--- src/rtl/uart_pkg.sv ---
// Shared UART definitions: parity encodings, transmitter FSM states and default divisor.
// Helper functions keep the parity rule in one place for the transmitter and a future receiver.
package uart_pkg;

   localparam logic [1:0] PAR_NONE = 2'b00;
   localparam logic [1:0] PAR_EVEN = 2'b01;
   localparam logic [1:0] PAR_ODD  = 2'b10;

   // 100 MHz system clock at 9600 baud
   localparam int DEFAULT_CLKS_PER_BIT = 10417;

   typedef enum logic [2:0] {
      ST_IDLE   = 3'd0,
      ST_START  = 3'd1,
      ST_DATA   = 3'd2,
      ST_PARITY = 3'd3,
      ST_STOP   = 3'd4
   } tx_state_t;

   function automatic logic parity_enabled(input logic [1:0] mode);
      return (mode == PAR_EVEN) || (mode == PAR_ODD);
   endfunction

   // Word is zero-extended to 9 bits, which leaves the XOR unchanged.
   function automatic logic parity_bit(input logic [1:0] mode, input logic [8:0] word);
      return (^word) ^ (mode == PAR_ODD);
   endfunction

endpackage

--- src/rtl/uart_tx_fifo.sv ---
// Synchronous word FIFO with occupancy count and asynchronous active-low reset.
// A push while full is accepted only when a pop happens on the same edge.
module uart_tx_fifo #(
   parameter int WIDTH = 8,
   parameter int DEPTH = 4
) (
   input  logic                       clk,
   input  logic                       rst_n,
   input  logic                       i_push,
   input  logic [WIDTH-1:0]           i_data,
   input  logic                       i_pop,
   output logic [WIDTH-1:0]           o_data,
   output logic                       o_full,
   output logic                       o_empty,
   output logic [$clog2(DEPTH):0]     o_count
);

   localparam int PTR_W = $clog2(DEPTH);
   localparam int CNT_W = PTR_W + 1;

   logic [WIDTH-1:0] r_mem [DEPTH];
   logic [PTR_W-1:0] r_wr_ptr;
   logic [PTR_W-1:0] r_rd_ptr;
   logic [CNT_W-1:0] r_count;
   logic             w_do_push;
   logic             w_do_pop;

   assign o_full    = (r_count == CNT_W'(DEPTH));
   assign o_empty   = (r_count == '0);
   assign o_count   = r_count;
   assign o_data    = r_mem[r_rd_ptr];
   assign w_do_pop  = i_pop & ~o_empty;
   assign w_do_push = i_push & (~o_full | w_do_pop);

   // Storage needs no reset: the pointers and count define what is valid.
   always_ff @(posedge clk) begin
      if (w_do_push) begin
         r_mem[r_wr_ptr] <= i_data;
      end
   end

   always_ff @(posedge clk or negedge rst_n) begin
      if (!rst_n) begin
         r_wr_ptr <= '0;
         r_rd_ptr <= '0;
         r_count  <= '0;
      end else begin
         if (w_do_push) begin
            r_wr_ptr <= r_wr_ptr + 1'b1;
         end
         if (w_do_pop) begin
            r_rd_ptr <= r_rd_ptr + 1'b1;
         end
         case ({w_do_push, w_do_pop})
            2'b10:   r_count <= r_count + 1'b1;
            2'b01:   r_count <= r_count - 1'b1;
            default: r_count <= r_count;
         endcase
      end
   end

endmodule

--- src/rtl/uart_tx_param.sv ---
// Buffered UART transmitter: FIFO front end, LSB-first serialiser with optional parity
// and one or two stop bits, frames sent back-to-back while words are queued.
module uart_tx_param
   import uart_pkg::*;
#(
   parameter int DATA_WIDTH   = 8,
   parameter int CLKS_PER_BIT = DEFAULT_CLKS_PER_BIT,
   parameter int FIFO_DEPTH   = 4
) (
   input  logic                          clk,
   input  logic                          rst_n,
   input  logic [DATA_WIDTH-1:0]         data,
   input  logic                          data_valid,
   output logic                          data_ready,
   input  logic [1:0]                    parity_mode,
   input  logic                          two_stop,
   output logic                          tx,
   output logic                          busy,
   output logic                          done,
   output logic [$clog2(FIFO_DEPTH):0]   fifo_count,
   output tx_state_t                     dbg_state
);

   localparam int BAUD_W = (CLKS_PER_BIT > 1) ? $clog2(CLKS_PER_BIT) : 1;
   localparam int IDX_W  = $clog2(DATA_WIDTH);
   localparam logic [BAUD_W-1:0] BAUD_LAST = BAUD_W'(CLKS_PER_BIT - 1);
   localparam logic [BAUD_W-1:0] BAUD_PRE  = BAUD_W'(CLKS_PER_BIT - 2);
   localparam logic [IDX_W-1:0]  IDX_LAST  = IDX_W'(DATA_WIDTH - 1);

   tx_state_t               r_state;
   logic [BAUD_W-1:0]       r_baud;
   logic [IDX_W-1:0]        r_bit_idx;
   logic [DATA_WIDTH-1:0]   r_shift;
   logic                    r_par_en;
   logic                    r_par_bit;
   logic                    r_two_stop;
   logic                    r_stop_idx;
   logic                    r_tx;
   logic                    r_done;
   logic                    r_rdy_en;

   logic                    w_push;
   logic                    w_pop;
   logic                    w_full;
   logic                    w_empty;
   logic [DATA_WIDTH-1:0]   w_fifo_data;
   logic [8:0]              w_word_ext;
   logic                    w_bit_end;
   logic                    w_final_stop;
   logic                    w_frame_end;

   uart_tx_fifo #(
      .WIDTH (DATA_WIDTH),
      .DEPTH (FIFO_DEPTH)
   ) u_fifo (
      .clk     (clk),
      .rst_n   (rst_n),
      .i_push  (w_push),
      .i_data  (data),
      .i_pop   (w_pop),
      .o_data  (w_fifo_data),
      .o_full  (w_full),
      .o_empty (w_empty),
      .o_count (fifo_count)
   );

   always_comb begin
      w_word_ext = '0;
      w_word_ext[DATA_WIDTH-1:0] = w_fifo_data;
   end

   assign w_bit_end    = (r_baud == BAUD_LAST);
   assign w_final_stop = (r_state == ST_STOP) && (!r_two_stop || r_stop_idx);
   assign w_frame_end  = w_final_stop && w_bit_end;
   assign w_pop        = !w_empty && ((r_state == ST_IDLE) || w_frame_end);
   // A slot freed by this edge's pop may be refilled on the same edge.
   assign data_ready   = r_rdy_en & (~w_full | w_pop);
   assign w_push       = data_valid & data_ready;

   assign tx        = r_tx;
   assign busy      = (r_state != ST_IDLE);
   assign done      = r_done;
   assign dbg_state = r_state;

   always_ff @(posedge clk or negedge rst_n) begin
      if (!rst_n) begin
         r_rdy_en <= 1'b0;
      end else begin
         r_rdy_en <= 1'b1;
      end
   end

   always_ff @(posedge clk or negedge rst_n) begin
      if (!rst_n) begin
         r_state    <= ST_IDLE;
         r_baud     <= '0;
         r_bit_idx  <= '0;
         r_shift    <= '0;
         r_par_en   <= 1'b0;
         r_par_bit  <= 1'b0;
         r_two_stop <= 1'b0;
         r_stop_idx <= 1'b0;
         r_tx       <= 1'b1;
         r_done     <= 1'b0;
      end else begin
         // Raised one cycle early so done is high on the final stop-bit cycle.
         r_done <= w_final_stop && (r_baud == BAUD_PRE);
         if (w_pop) begin
            r_state    <= ST_START;
            r_baud     <= '0;
            r_tx       <= 1'b0;
            r_shift    <= w_fifo_data;
            r_par_en   <= parity_enabled(parity_mode);
            r_par_bit  <= parity_bit(parity_mode, w_word_ext);
            r_two_stop <= two_stop;
            r_stop_idx <= 1'b0;
            r_bit_idx  <= '0;
         end else if (r_state == ST_IDLE) begin
            r_baud <= '0;
            r_tx   <= 1'b1;
         end else if (!w_bit_end) begin
            r_baud <= r_baud + 1'b1;
         end else begin
            r_baud <= '0;
            case (r_state)
               ST_START: begin
                  r_state   <= ST_DATA;
                  r_tx      <= r_shift[0];
                  r_shift   <= r_shift >> 1;
                  r_bit_idx <= '0;
               end
               ST_DATA: begin
                  if (r_bit_idx == IDX_LAST) begin
                     if (r_par_en) begin
                        r_state <= ST_PARITY;
                        r_tx    <= r_par_bit;
                     end else begin
                        r_state <= ST_STOP;
                        r_tx    <= 1'b1;
                     end
                  end else begin
                     r_tx      <= r_shift[0];
                     r_shift   <= r_shift >> 1;
                     r_bit_idx <= r_bit_idx + 1'b1;
                  end
               end
               ST_PARITY: begin
                  r_state <= ST_STOP;
                  r_tx    <= 1'b1;
               end
               ST_STOP: begin
                  if (w_final_stop) begin
                     r_state <= ST_IDLE;
                     r_tx    <= 1'b1;
                  end else begin
                     r_stop_idx <= 1'b1;
                  end
               end
               default: begin
                  r_state <= ST_IDLE;
                  r_tx    <= 1'b1;
               end
            endcase
         end
      end
   end

endmodule

--- config.mk ---
export PLATFORM = sky130hd
export DESIGN_NAME = uart_tx_param
export DESIGN_NICKNAME = d
export VERILOG_FILES = /design/src/rtl/uart_pkg.sv /design/src/rtl/uart_tx_fifo.sv /design/src/rtl/uart_tx_param.sv
export SDC_FILE = /design/constraint.sdc
export NUM_CORES = 1
export LEC_CHECK = 0
export BUFFER_PORTS_ARGS = -buffer_cell sky130_fd_sc_hd__buf_2
export CORE_ASPECT_RATIO = 0.6
export CORE_MARGIN = 5
export CORE_UTILIZATION = 30
export CTS_CLUSTER_SIZE = 40
export DETAILED_ROUTE_END_ITERATION = 16
export PLACE_DENSITY = 0.55
export SLEW_MARGIN = 20
export SYNTH_ARGS = -nofsm -noshare
export SYNTH_HDL_FRONTEND = slang
export SYNTH_HIERARCHICAL = 1
export SYNTH_SLANG_ARGS = --single-unit
--- constraint.sdc ---
create_clock -name clk -period 8.84 [get_ports clk]
set_clock_uncertainty 0.1 [all_clocks]
set_input_delay 0.884 -clock clk [delete_from_list [all_inputs] [get_ports clk]]
set_output_delay 0.884 -clock clk [all_outputs]
set_load 0.05 [all_outputs]
==> summary.txt, run 1 <==
die width -> 148.0 um
global-route track usage on met1 -> 16.25%
HP Start -> tx$_DFFE_PN1P_
CTS tree -> yes
Final Hold Vio Count -> 0
Initial Util -> 30.56%
r2r endpoint -> u_fifo/o_count[2]$_DFFE_PN0P_
VDD IR max -> 0.09854 mV
dpl hpwl -> 4.967 mm
post-synth top area share -> 29.92%
hold buffer count at CTS -> 0
clk buf depth -> 2
setup repair bufs after CTS -> 0
cells taking the most area after synthesis -> dfrtp_1 (30%), edfxtp_1 (28%), mux4_2 (5.3%)
max-slew violation count -> 0
Post-Syn Area -> 0.003430 mm^2
hold path cells -> 2
Clock Sinks -> 74
sequential area share after synthesis -> 58.70%
maxcap violations -> 0
vias in the first global route -> 2055
GR Util All Layers -> 10.84%
post-DR wirelength/cell -> 16.27 um
initial antenna violation count -> 0
Yosys reg bits -> 74
top-count cell post-synth -> dfrtp_1
synthesized netlist cell count -> 257
Mapped Avg Cell Area -> 13.34 um^2
CORE AREA -> 0.01122 mm^2
Power Density -> 225.7 mW/mm^2
Min-Delay Path Class -> register to register
RSZ-0062 raised after global routing -> no
DRT Wirelength -> 7.046 mm
ys async rst share -> 56.76%
placed insts -> 417
Main synth FF type -> dfrtp_1
GR Layer Usage met3 -> 4.645%
met2 usage -> 13.81%
Max Clk Rate -> 280.4 MHz
Clk Tree Root Cell -> clkbuf_16
leak pwr -> 0.001596 uW
status -> finished, final reports clean
Vias -> 2092
r2r setup slk -> 5280 ps
Worst Path Arrival -> 2580 ps
Clock transition at path regs -> 60 ps
share of cells above drive strength 1 -> 22.84%
CP endpoint kind -> primary output
fin crit share -> 40.34%
Critical Path Max Stage Delay -> 660 ps
reg-to-reg startpoint -> u_fifo/o_count[0]$_DFFE_PN0P_
iteration-0 DRC count of the detailed router -> 143
EDFF count, synth -> 32
most instantiated cells after synthesis -> dfrtp_1 (41), edfxtp_1 (32), nor2_1 (17)
# diodes -> 0
# setup viols final -> 0
Final nets -> 309
Critical Path, Cell by Cell -> inv_1 -> ha_1 -> nor3b_1 -> nand4_2 -> o41a_1 -> a21boi_2 -> buf_2
chip height -> 92.82 um
Layout Cells excl Fill -> 433
Port Buffer Count -> 23
startpoint types -> register
Yosys cell types -> 51
CP Class -> register to primary output
Post-DRT Antenna Nets -> 0
CTS Buf Count -> 9
Max stage delay cell, worst path -> o41a_1
Hold Path End -> tx$_DFFE_PN1P_
setup tns final -> 0 ps
H-tree levels -> 3
WP data required -> 7860 ps
Ports -> 24
GRT busiest layer -> met1
Max FO, Critical Path -> 12
DIE AREA -> 0.01374 mm^2
Ys Warns -> 6
fin crit period -> 3566 ps
worst slew pin tran -> 626.1 ps
CTS resizes -> 0
Via density -> 4.831
syn nets -> 282
pin count of the biggest net entering global routing -> 43
gpl congestion -> 0.7594
remaining global-route overflow -> 0
max_slew headroom -> 58.26%
Total Power -> 897.4 uW
DR pass1 iterations -> 4
Clock Latency Late Sink -> 330 ps
area leader, netlist -> dfrtp_1
Rows -> 30
r2r worst-path depth -> 13
DRC violations left -> 0
first-pass GRT wire length -> 11.29 mm
worst hold slack -> 389.7 ps
Layout area overhead -> 15.94%
where the power goes:
part           leakage (uW)  internal (uW)  switching, uW
combinational      0.000640           48.2           85.6
clock              0.000142            217            138
sequential         0.000814            390           18.6
through the flow:
stage | utilization, % | cell area [um^2] | setup slack (ps)
detailed placement | 32.87 | 3689 | 5374
global placement | 32.87 | 3689 | 5503
global route | 35.43 | 3976 | 5024
CTS | 35.41 | 3974 | 5271
finish | 35.43 | 3976 | 5274
floorplan | - | 3430 | 5319
cells by family (layout without fill, tap and decap cells):
logic type | after synthesis | count (layout) | share of synthesized area (%)
multiplexers | 17 | 17 | 8.464
adder cells (fa/ha/maj) | 11 | 11 | 4.232
AND/OR/NAND/NOR | 66 | 66 | 11.02
AO/OA/AOI/OAI | 41 | 41 | 8.683
XOR/XNOR | 23 | 23 | 5.874
buffers and inverters | 24 | 56 | 2.919
flip-flops | 74 | 74 | 58.70
other | 1 | 1 | 0.1093
registers in the layout (all words and copies together), names as in the netlist:
| signal | count |
|---|---|
| u_fifo/r_wr_ptr | 2 |
| u_fifo/o_count | 3 |
| r_par_en | 1 |
| u_fifo/r_rd_ptr | 2 |
| r_baud | 14 |
| r_bit_idx | 3 |
| done | 1 |
| tx | 1 |
| u_fifo/r_mem | 32 |
| r_two_stop | 1 |
| dbg_state | 3 |
| r_shift | 8 |
| r_stop_idx | 1 |
| r_rdy_en | 1 |
| r_par_bit | 1 |
layer usage:
layer	part of all wire (%)	wire length, um
met5	0	0
met4	1.2	84
met3	4.7	330
met2	41	2880
met1	53	3751
layout by cell type, fill, tap and decap left out, types with 4 or more instances in the layout:
master,netlist,routed
a21oi_1,7,7
a2bb2oi_1,7,7
and2_1,4,4
and2_2,4,4
and3_1,4,4
buf_2,2,22
clkbuf_16,0,9
dfrtp_1,41,41
edfxtp_1,32,32
ha_1,10,10
inv_1,16,16
mux2_2,4,4
mux4_2,8,8
nand2_1,13,13
nor2_1,17,17
o21ai_0,6,6
o22ai_1,9,9
xnor2_1,13,13
xor2_1,10,10
final cells by class:
class                      instances  area (um^2)
fill                            1065         7247
inverter                          17        63.81
tap                              144        180.2
sequential                        74         2013
clock buffer                      10        229.0
timing repair buffer              23        117.6
clock inverter                     6        56.30
multi-input combinational        159         1316
worst max-delay path by stage:
stage,startpoint,to,slack (ps),cells past startpoint
after detailed placement,u_fifo/o_count[0]$_DFFE_PN0P_,u_fifo/o_count[2]$_DFFE_PN0P_,5370,13
after floorplan,r_baud[0]$_DFF_PN0_,u_fifo/o_count[2]$_DFFE_PN0P_,5320,16
after global routing,u_fifo/o_count[0]$_DFFE_PN0P_,u_fifo/o_count[2]$_DFFE_PN0P_,5020,13
after global placement,r_baud[0]$_DFF_PN0_,u_fifo/o_count[2]$_DFFE_PN0P_,5500,14
after CTS,r_baud[0]$_DFF_PN0_,data_ready,5270,7
final,r_baud[0]$_DFF_PN0_,data_ready,5270,7
worst max-delay path, delay by kind of cell, from the launching register on:
kind                       cells  cell delay, ps
DFF                            1             410
AOI/OAI and AO/OA              2             890
buffers and inverters          2             360
adders and majority gates      1             130
and+or+nand+nor                2             460
No activity file was read; power rests on OpenSTA's default activity.
==> inputs of run 2 (changes only) <==
--- a/config.mk
+++ b/config.mk
@@ -5,13 +5,14 @@
 export SDC_FILE = /design/constraint.sdc
 export NUM_CORES = 1
 export LEC_CHECK = 0
+export ABC_AREA = 1
 export BUFFER_PORTS_ARGS = -buffer_cell sky130_fd_sc_hd__buf_2
 export CORE_ASPECT_RATIO = 0.6
 export CORE_MARGIN = 5
 export CORE_UTILIZATION = 30
 export CTS_CLUSTER_SIZE = 40
 export DETAILED_ROUTE_END_ITERATION = 16
-export PLACE_DENSITY = 0.55
+export PLACE_DENSITY = 0.57
 export SLEW_MARGIN = 20
 export SYNTH_ARGS = -nofsm -noshare
 export SYNTH_HDL_FRONTEND = slang
==> constraint.sdc (replaced) <==
create_clock -name clk -period 3 [get_ports clk]
set_clock_uncertainty 0.1 [all_clocks]
set_input_delay 0.3 -clock clk [delete_from_list [all_inputs] [get_ports clk]]
set_output_delay 0.3 -clock clk [all_outputs]
set_load 0.05 [all_outputs]
==> summary.txt, run 2 <==
H-tree levels -> 3 (unchanged)
multi-input logic area -> 0.001464 mm^2 (+11%)
# diodes -> 0 (unchanged)
max_slew headroom -> 63.25% (+5.0 points)
EDFF count, synth -> 32 (unchanged)
Max FO, Critical Path -> 8 (-4)
Post-DRT Antenna Nets -> 0 (unchanged)
gpl congestion -> 0.8423 (+11%)
area leader, netlist -> dfrtp_1
Port Buffer Count -> 23 (unchanged)
P_int -> 2718 uW (+320%)
DRT Wirelength -> 7.628 mm (+8.3%)
chip height -> 96.11 um (+3.5%)
Min-Delay Path Class -> input pin to register
ys async rst share -> 56.76% (unchanged)
Most flops, register -> u_fifo/r_mem
CTS tree -> yes
Max Clk Rate -> 370.4 MHz
pin count of the biggest net entering global routing -> 43 (unchanged)
iteration-0 DRC count of the detailed router -> 177 (+24%)
CORE AREA -> 0.01206 mm^2 (+7.5%)
final core utilization -> 36.18% (+0.75 points)
CP endpoint kind -> register
CTS Buf Count -> 9 (unchanged)
leak pwr -> 0.001973 uW (+24%)
Ys Warns -> 6 (unchanged)
Post-Syn Area -> 0.003707 mm^2 (+8.1%)
r2r endpoint -> u_fifo/o_count[2]$_DFFE_PN0P_
# setup viols final -> 0 (unchanged)
initial antenna violation count -> 0 (unchanged)
setup tns final -> 0 ps (unchanged)
DRC violations left -> 0 (unchanged)
vias in the first global route -> 2504 (+22%)
dpl hpwl -> 5.374 mm (+8.2%)
fin crit period -> 2700 ps
Logic pwr share -> 45.2% (+30 points)
FILL cells -> 1195 (+12%)
max reg flops -> 32 (unchanged)
Reg power frac -> 30.4% (-15 points)
Clock Latency Late Sink -> 330 ps (about the same)
DP Area -> 0.004014 mm^2 (+8.8%)
worst setup path endpoint -> u_fifo/o_count[2]$_DFFE_PN0P_
share of cells above drive strength 1 -> 17.38% (-5.5 points)
WP data required -> 3120 ps (-4740 ps)
r2r worst-path depth -> 16 (+3)
commonest non-fill, non-tap cell in the layout -> nand2_1
most instantiated cells after synthesis -> nand2_1 (102), nor2_1 (50), dfrtp_1 (41)
clock share of power -> 24.4% (-15 points)
Clk Tree Root Cell -> clkbuf_16
max-slew violation count -> 0 (unchanged)
Yosys reg bits -> 74 (unchanged)
Sw Pwr -> 2063 uW (+750%)
Ports -> 24 (unchanged)
largest family of logic cells by synthesized area -> simple AND/OR/NAND/NOR gates
Critical Path, Cell by Cell -> nor2_2 -> nand2_1 -> inv_1 -> clkinvlp_4 -> nand2_4 -> inv_1 -> inv_1 -> nand3_2 -> nand2_4 -> ha_1 -> inv_1 -> fa_1 -> nand2_1 -> nand3_1 -> nand2_1 -> nand2_1
Final Hold Vio Count -> 0 (unchanged)
r2r setup slk -> 300 ps (-4980 ps)
worst hold slack -> 78.86 ps (-310.8 ps)
post-synthesis compound-gate area fraction -> 6.750% (-1.9 points)
remaining global-route overflow -> 0 (unchanged)
DIE AREA -> 0.01475 mm^2 (+7.4%)
final worst slack -> 300.0 ps (-4974 ps)
syn nets -> 427 (+51%)
top flop regs -> u_fifo/r_mem (32), r_baud (14), r_shift (8)
post-DR wirelength/cell -> 12.55 um (-23%)
reg-to-reg startpoint -> u_fifo/o_count[0]$_DFFE_PN0P_
DR pass1 iterations -> 4 (unchanged)
Power Density -> 1095 mW/mm^2 (+390%)
Clock Sinks -> 74 (unchanged)
first-pass GRT wire length -> 12.87 mm (+14%)
clk buf depth -> 2 (unchanged)
Place WS -> 144.9 ps (-5229 ps)
Via density -> 4.408 (-8.8%)
sw frac -> 43.15% (+16 points)
Mapped Avg Cell Area -> 9.222 um^2 (-31%)
Vias -> 2680 (+28%)
CP Class -> register to register
Yosys cell types -> 41 (-20%)
post-synthesis xor/xnor area fraction -> 2.362% (-3.5 points)
Critical Path Max Stage Delay -> 430 ps (-230 ps)
fin crit share -> 90.00%
GR Util All Layers -> 11.20% (+0.37 points)
maxcap violations -> 0 (unchanged)
Main synth FF type -> dfrtp_1
sequential area share after synthesis -> 54.30% (-4.4 points)
Max stage delay cell, worst path -> dfrtp_1
multiplexer area fraction after synthesis -> 0% (-8.5 points)
post-synth top area share -> 27.67% (-2.2 points)
top-count cell post-synth -> nand2_1
Layout area overhead -> 17.72%
worst slew pin tran -> 551.3 ps (-74.85 ps)
Post-Synth Adder-Cell Area -> 3.915% (-0.32 points)
die width -> 153.5 um (+3.7%)
Rows -> 31 (+3.3%)
most frequent cells in the layout -> nand2_1 (102), nor2_1 (50), dfrtp_1 (41)
VDD IR max -> 0.4004 mV (+310%)
Crit. Startpoint -> u_fifo/o_count[0]$_DFFE_PN0P_
Clock transition at path regs -> 60 ps (about the same)
Worst Path Arrival -> 2820 ps (+240 ps)
Final nets -> 463 (+50%)
Post-Synth Simple-Gate Area -> 25.95% (+15 points)
Storage cell area -> 0.002013 mm^2 (unchanged)
synthesized netlist cell count -> 402 (+56%)
final instance area -> 0.004364 mm^2 (+9.8%)
startpoint types -> register
RSZ-0062 raised after global routing -> no
Initial Util -> 30.73% (+0.18 points)
status -> finished, final reports clean
cells taking the most area after synthesis -> dfrtp_1 (28%), edfxtp_1 (26%), nand2_1 (10%)
run 2: changes by cell type in the layout (fill, tap and decap cells not counted), sizes merged, moves of 21 or more:
cell | previous run | this run
nand2 | 13 | 109
nor2 | 17 | 54
o21ai | 7 | 38
inv | 17 | 43
nand3 | 3 | 24
run 2: cell families after synthesis:
kind of cell	count (synthesis)
DFF	74
xor gates and xnor gates	10
adders and majority gates	11
buffers and inverters	49
other	1
AOI/OAI and AO/OA	45
and+or+nand+nor	212
run 2: per-layer routing:
layer  vias to the layer above  share of wire, %  GRT usage (%)
met5                         -                 0              0
met4                         0              0.93          3.674
met3                         6               4.7          3.908
met2                        50                41          15.93
met1                      1238                53          15.92
li1                       1386                 -              -
run 2: worst min-delay path by stage:
| stage | start | to | slack [ps] | cells past startpoint |
|---|---|---|---|---|
| 6_report | data[2] | u_fifo/r_mem[0][2]$_DFFE_PP_ | 80 | 1 |
| 5_1_grt | data[3] | u_fifo/r_mem[1][3]$_DFFE_PP_ | 60 | 1 |
| 4_1_cts | rst_n | r_baud[13]$_DFF_PN0_ | 50 | 1 |
| 3_5_place_dp | r_shift[7]$_DFFE_PN0P_ | r_shift[7]$_DFFE_PN0P_ | 370 | 2 |
| 3_3_place_gp | r_shift[7]$_DFFE_PN0P_ | r_shift[7]$_DFFE_PN0P_ | 360 | 2 |
| 2_1_floorplan | rst_n | dbg_state[0]$_DFFE_PN0P_ | -100 | 0 |
run 2: layout make-up:
class	count	share of cell area [%]
inverter	43	3.985
timing repair buffer	31	4.128
clock inverter	7	2.322
clock buffer	9	5.161
sequential	74	46.13
multi-input combinational	279	33.54
tap	165	4.730
run 2: worst max-delay path: cells and delay by family, from the launching register on:
| family | cells | cell delay (ps) |
|---|---|---|
| flip-flops | 1 | 430 |
| AND/OR/NAND/NOR | 9 | 910 |
| adder cells (fa/ha/maj) | 2 | 550 |
| buffers and inverters | 5 | 580 |
run 2: what timing repair did:
action	in CTS	in global routing
resized for setup	0	1
hold buffers	0	1
setup buffers	0	1
endpoints found under the setup margin	0	2
hold endpoints to repair	0	41
run 2: through the flow:
step / instances / total power, uW
after floorplan: 402 / 3218
after global placement: 590 / 3602
after detailed placement: 590 / 3635
after CTS: 606 / 4828
after global routing: 608 / 5178
final: 608 / 4781
run 2: power by group through the flow:
stage,Combinational (uW),Clock (uW),Sequential [uW]
floorplan,1630,0,1590
global placement,2130,0,1470
detailed placement,2160,0,1480
CTS,2170,1200,1460
global route,2440,1250,1490
finish,2160,1170,1450
==> inputs of run 3 (changes only) <==
--- a/config.mk
+++ b/config.mk
@@ -12,8 +12,7 @@
 export CORE_UTILIZATION = 30
 export CTS_CLUSTER_SIZE = 40
 export DETAILED_ROUTE_END_ITERATION = 16
-export PLACE_DENSITY = 0.57
-export SLEW_MARGIN = 20
+export PLACE_DENSITY = 0.51
 export SYNTH_ARGS = -nofsm -noshare
 export SYNTH_HDL_FRONTEND = slang
 export SYNTH_HIERARCHICAL = 1
==> summary.txt, run 3 (synthesis gave the netlist of run 2 again) <==
Worst Path Arrival -> 2880 ps (+60 ps)
setup tns final -> 0 ps (unchanged)
DRC violations left -> 0 (unchanged)
Total Power -> 4703 uW (-1.6%)
P_int -> 2583 uW (-5.0%)
routed wl met3 -> 342 um (-5.0%)
final core utilization -> 35.82% (-0.36 points)
gpl congestion -> 0.7620 (-9.5%)
CP top delay family -> simple AND/OR/NAND/NOR gates
Logic pwr share -> 46.1% (+0.9 points)
cell mode on critical path -> nand2_4
Post-DRT Antenna Nets -> 0 (unchanged)
chip height -> 96.11 um (unchanged)
maxcap violations -> 0 (unchanged)
pin count of the biggest net entering global routing -> 43 (unchanged)
Critical Path, Cell by Cell -> inv_1 -> ha_1 -> nand3_1 -> nor2_4 -> nand3_2 -> nand2_4 -> nand2_4 -> a21boi_4 -> and2_1 -> nand2_4 -> ha_1 -> inv_1 -> fa_1 -> o21ai_0
Layout area overhead -> 16.54%
max reg flops -> 32 (unchanged)
Crit. Startpoint -> r_baud[0]$_DFF_PN0_
status -> finished, final reports clean
Clock Latency Late Sink -> 330 ps (about the same)
post-DR wirelength/cell -> 12.61 um (+0.52%)
iteration-0 DRC count of the detailed router -> 200 (+13%)
Place WS -> 165.6 ps (+20.65 ps)
H-tree levels -> 3 (unchanged)
worst slew pin tran -> 974.2 ps (+422.9 ps)
WP data required -> 3150 ps (+30 ps)
CP endpoint kind -> register
GR Util All Layers -> 11.34% (+0.13 points)
r2r setup slk -> 260 ps (-40 ps)
Critical Path Max Stage Delay -> 410 ps (-20 ps)
leak pwr -> 0.001966 uW (-0.37%)
share of cells above drive strength 1 -> 17.38% (unchanged)
first-pass GRT wire length -> 13.10 mm (+1.8%)
# diodes -> 0 (unchanged)
CP Depth -> 14 (-2)
Most flops, register -> u_fifo/r_mem
CTS resizes -> 0 (unchanged)
remaining global-route overflow -> 0 (unchanged)
Via density -> 4.363 (-1.0%)
reg-to-reg startpoint -> r_baud[0]$_DFF_PN0_
met2 wire length -> 3.281 mm (+4.7%)
most frequent cells in the layout -> nand2_1 (102), nor2_1 (50), dfrtp_1 (41)
die width -> 153.5 um (unchanged)
# setup viols final -> 0 (unchanged)
M1 wire length -> 4.003 mm (-1.4%)
DRT Wirelength -> 7.668 mm (+0.52%)
top flop regs -> u_fifo/r_mem (32), r_baud (14), r_shift (8)
VDD IR max -> 0.3185 mV (-20%)
DR pass1 iterations -> 4 (unchanged)
dpl hpwl -> 5.505 mm (+2.4%)
FILL cells -> 1207 (+1.0%)
Port Buffer Count -> 23 (unchanged)
clock share of power -> 22.4% (-2.0 points)
worst setup path endpoint -> u_fifo/o_count[1]$_DFFE_PN0P_
Final Hold Vio Count -> 0 (unchanged)
critical path buffer and inverter count -> 2 (-3)
startpoint types -> register
r2r endpoint -> u_fifo/o_count[1]$_DFFE_PN0P_
Min-Delay Path Class -> input pin to asynchronous set/reset pin
Reg power frac -> 31.5% (+1.1 points)
initial antenna violation count -> 0 (unchanged)
fin crit period -> 2736 ps (+36.46 ps)
Storage cell area -> 0.002013 mm^2 (unchanged)
Max FO, Critical Path -> 8 (unchanged)
Sw Pwr -> 2120 uW (+2.8%)
DIE AREA -> 0.01475 mm^2 (unchanged)
Rows -> 31 (unchanged)
Vias -> 2653 (-1.0%)
CTS tree -> yes
fin crit share -> 91.22% (+1.2 points)
top sig layer -> met4
Initial Util -> 30.73% (unchanged)
Clk Tree Root Cell -> clkbuf_16
CTS Buf Count -> 9 (unchanged)
commonest non-fill, non-tap cell in the layout -> nand2_1
vias in the first global route -> 2601 (+3.9%)
RSZ-0062 raised after global routing -> no
Power Density -> 1088 mW/mm^2 (-0.63%)
max_slew headroom -> 35.05% (-28 points)
CORE AREA -> 0.01206 mm^2 (unchanged)
worst hold slack -> 22.46 ps (-56.40 ps)
Max Clk Rate -> 365.4 MHz (-1.3%)
clk buf depth -> 2 (unchanged)
Final nets -> 463 (unchanged)
Ports -> 24 (unchanged)
Clock transition at path regs -> 60 ps (about the same)
max-slew violation count -> 0 (unchanged)
Max stage delay cell, worst path -> dfrtp_1
r2r worst-path depth -> 14 (-2)
final worst slack -> 263.5 ps (-36.46 ps)
CP Class -> register to register
multi-input logic area -> 0.001464 mm^2 (unchanged)
Clock Sinks -> 74 (unchanged)
sw frac -> 45.08% (+1.9 points)
run 3: worst reg2reg max path, cell delays in order (launching register included):
cell and delay (ps):
dfrtp_1 410, inv_1 80, ha_1 140, nand3_1 120, nor2_4 140, nand3_2 80
nand2_4 120, nand2_4 80, a21boi_4 160, and2_1 260, nand2_4 100, ha_1 220
inv_1 90, fa_1 400, o21ai_0 160
run 3: how the worst min path moves through the flow:
stage                                    to  cells after the start  slack (ps)
6_report               r_baud[11]$_DFF_PN0_                      1          20
5_1_grt        u_fifo/r_mem[1][2]$_DFFE_PP_                      1          60
4_1_cts                r_baud[11]$_DFF_PN0_                      1          60
3_5_place_dp         r_shift[7]$_DFFE_PN0P_                      2         360
3_3_place_gp       r_bit_idx[1]$_DFFE_PN0P_                      2         360
2_1_floorplan      dbg_state[0]$_DFFE_PN0P_                      0        -100
run 3: layout make-up:
class                           instances  share of cell area (%)
Sequential cell                        74                   46.60
Multi-Input combinational cell        279                   33.88
Clock inverter                          7                   1.535
Tap cell                              165                   4.778
Timing Repair Buffer                   31                   4.054
Inverter                               43                   3.939
Clock buffer                            9                   5.213
run 3: metrics by stage:
stage	area, um^2	std cells
after floorplan	3722	402
after global placement	4014	590
after detailed placement	4014	590
after CTS	4305	606
after global routing	4320	608
final	4320	608
run 3: what timing repair did:
action,4_1_cts,5_1_grt
hold endpoints to repair,0,0
setup buffers,0,2
setup endpoints to repair,0,2
hold buffers,0,0
run 3: per-layer routing:
metal  global-route usage, %  vias up
li1                        -     1386
met1                   15.81     1217
met2                   16.87       48
met3                   3.594        2
met4                   3.527        0
met5                       0        -
run 3: power groups by stage:
stage	Sequential (uW)	Clock (uW)	Combinational [uW]
2_1_floorplan	1590	0	1630
3_3_place_gp	1500	0	2120
3_5_place_dp	1500	0	2150
4_1_cts	1480	1080	2160
5_1_grt	1510	1130	2480
6_report	1480	1050	2170
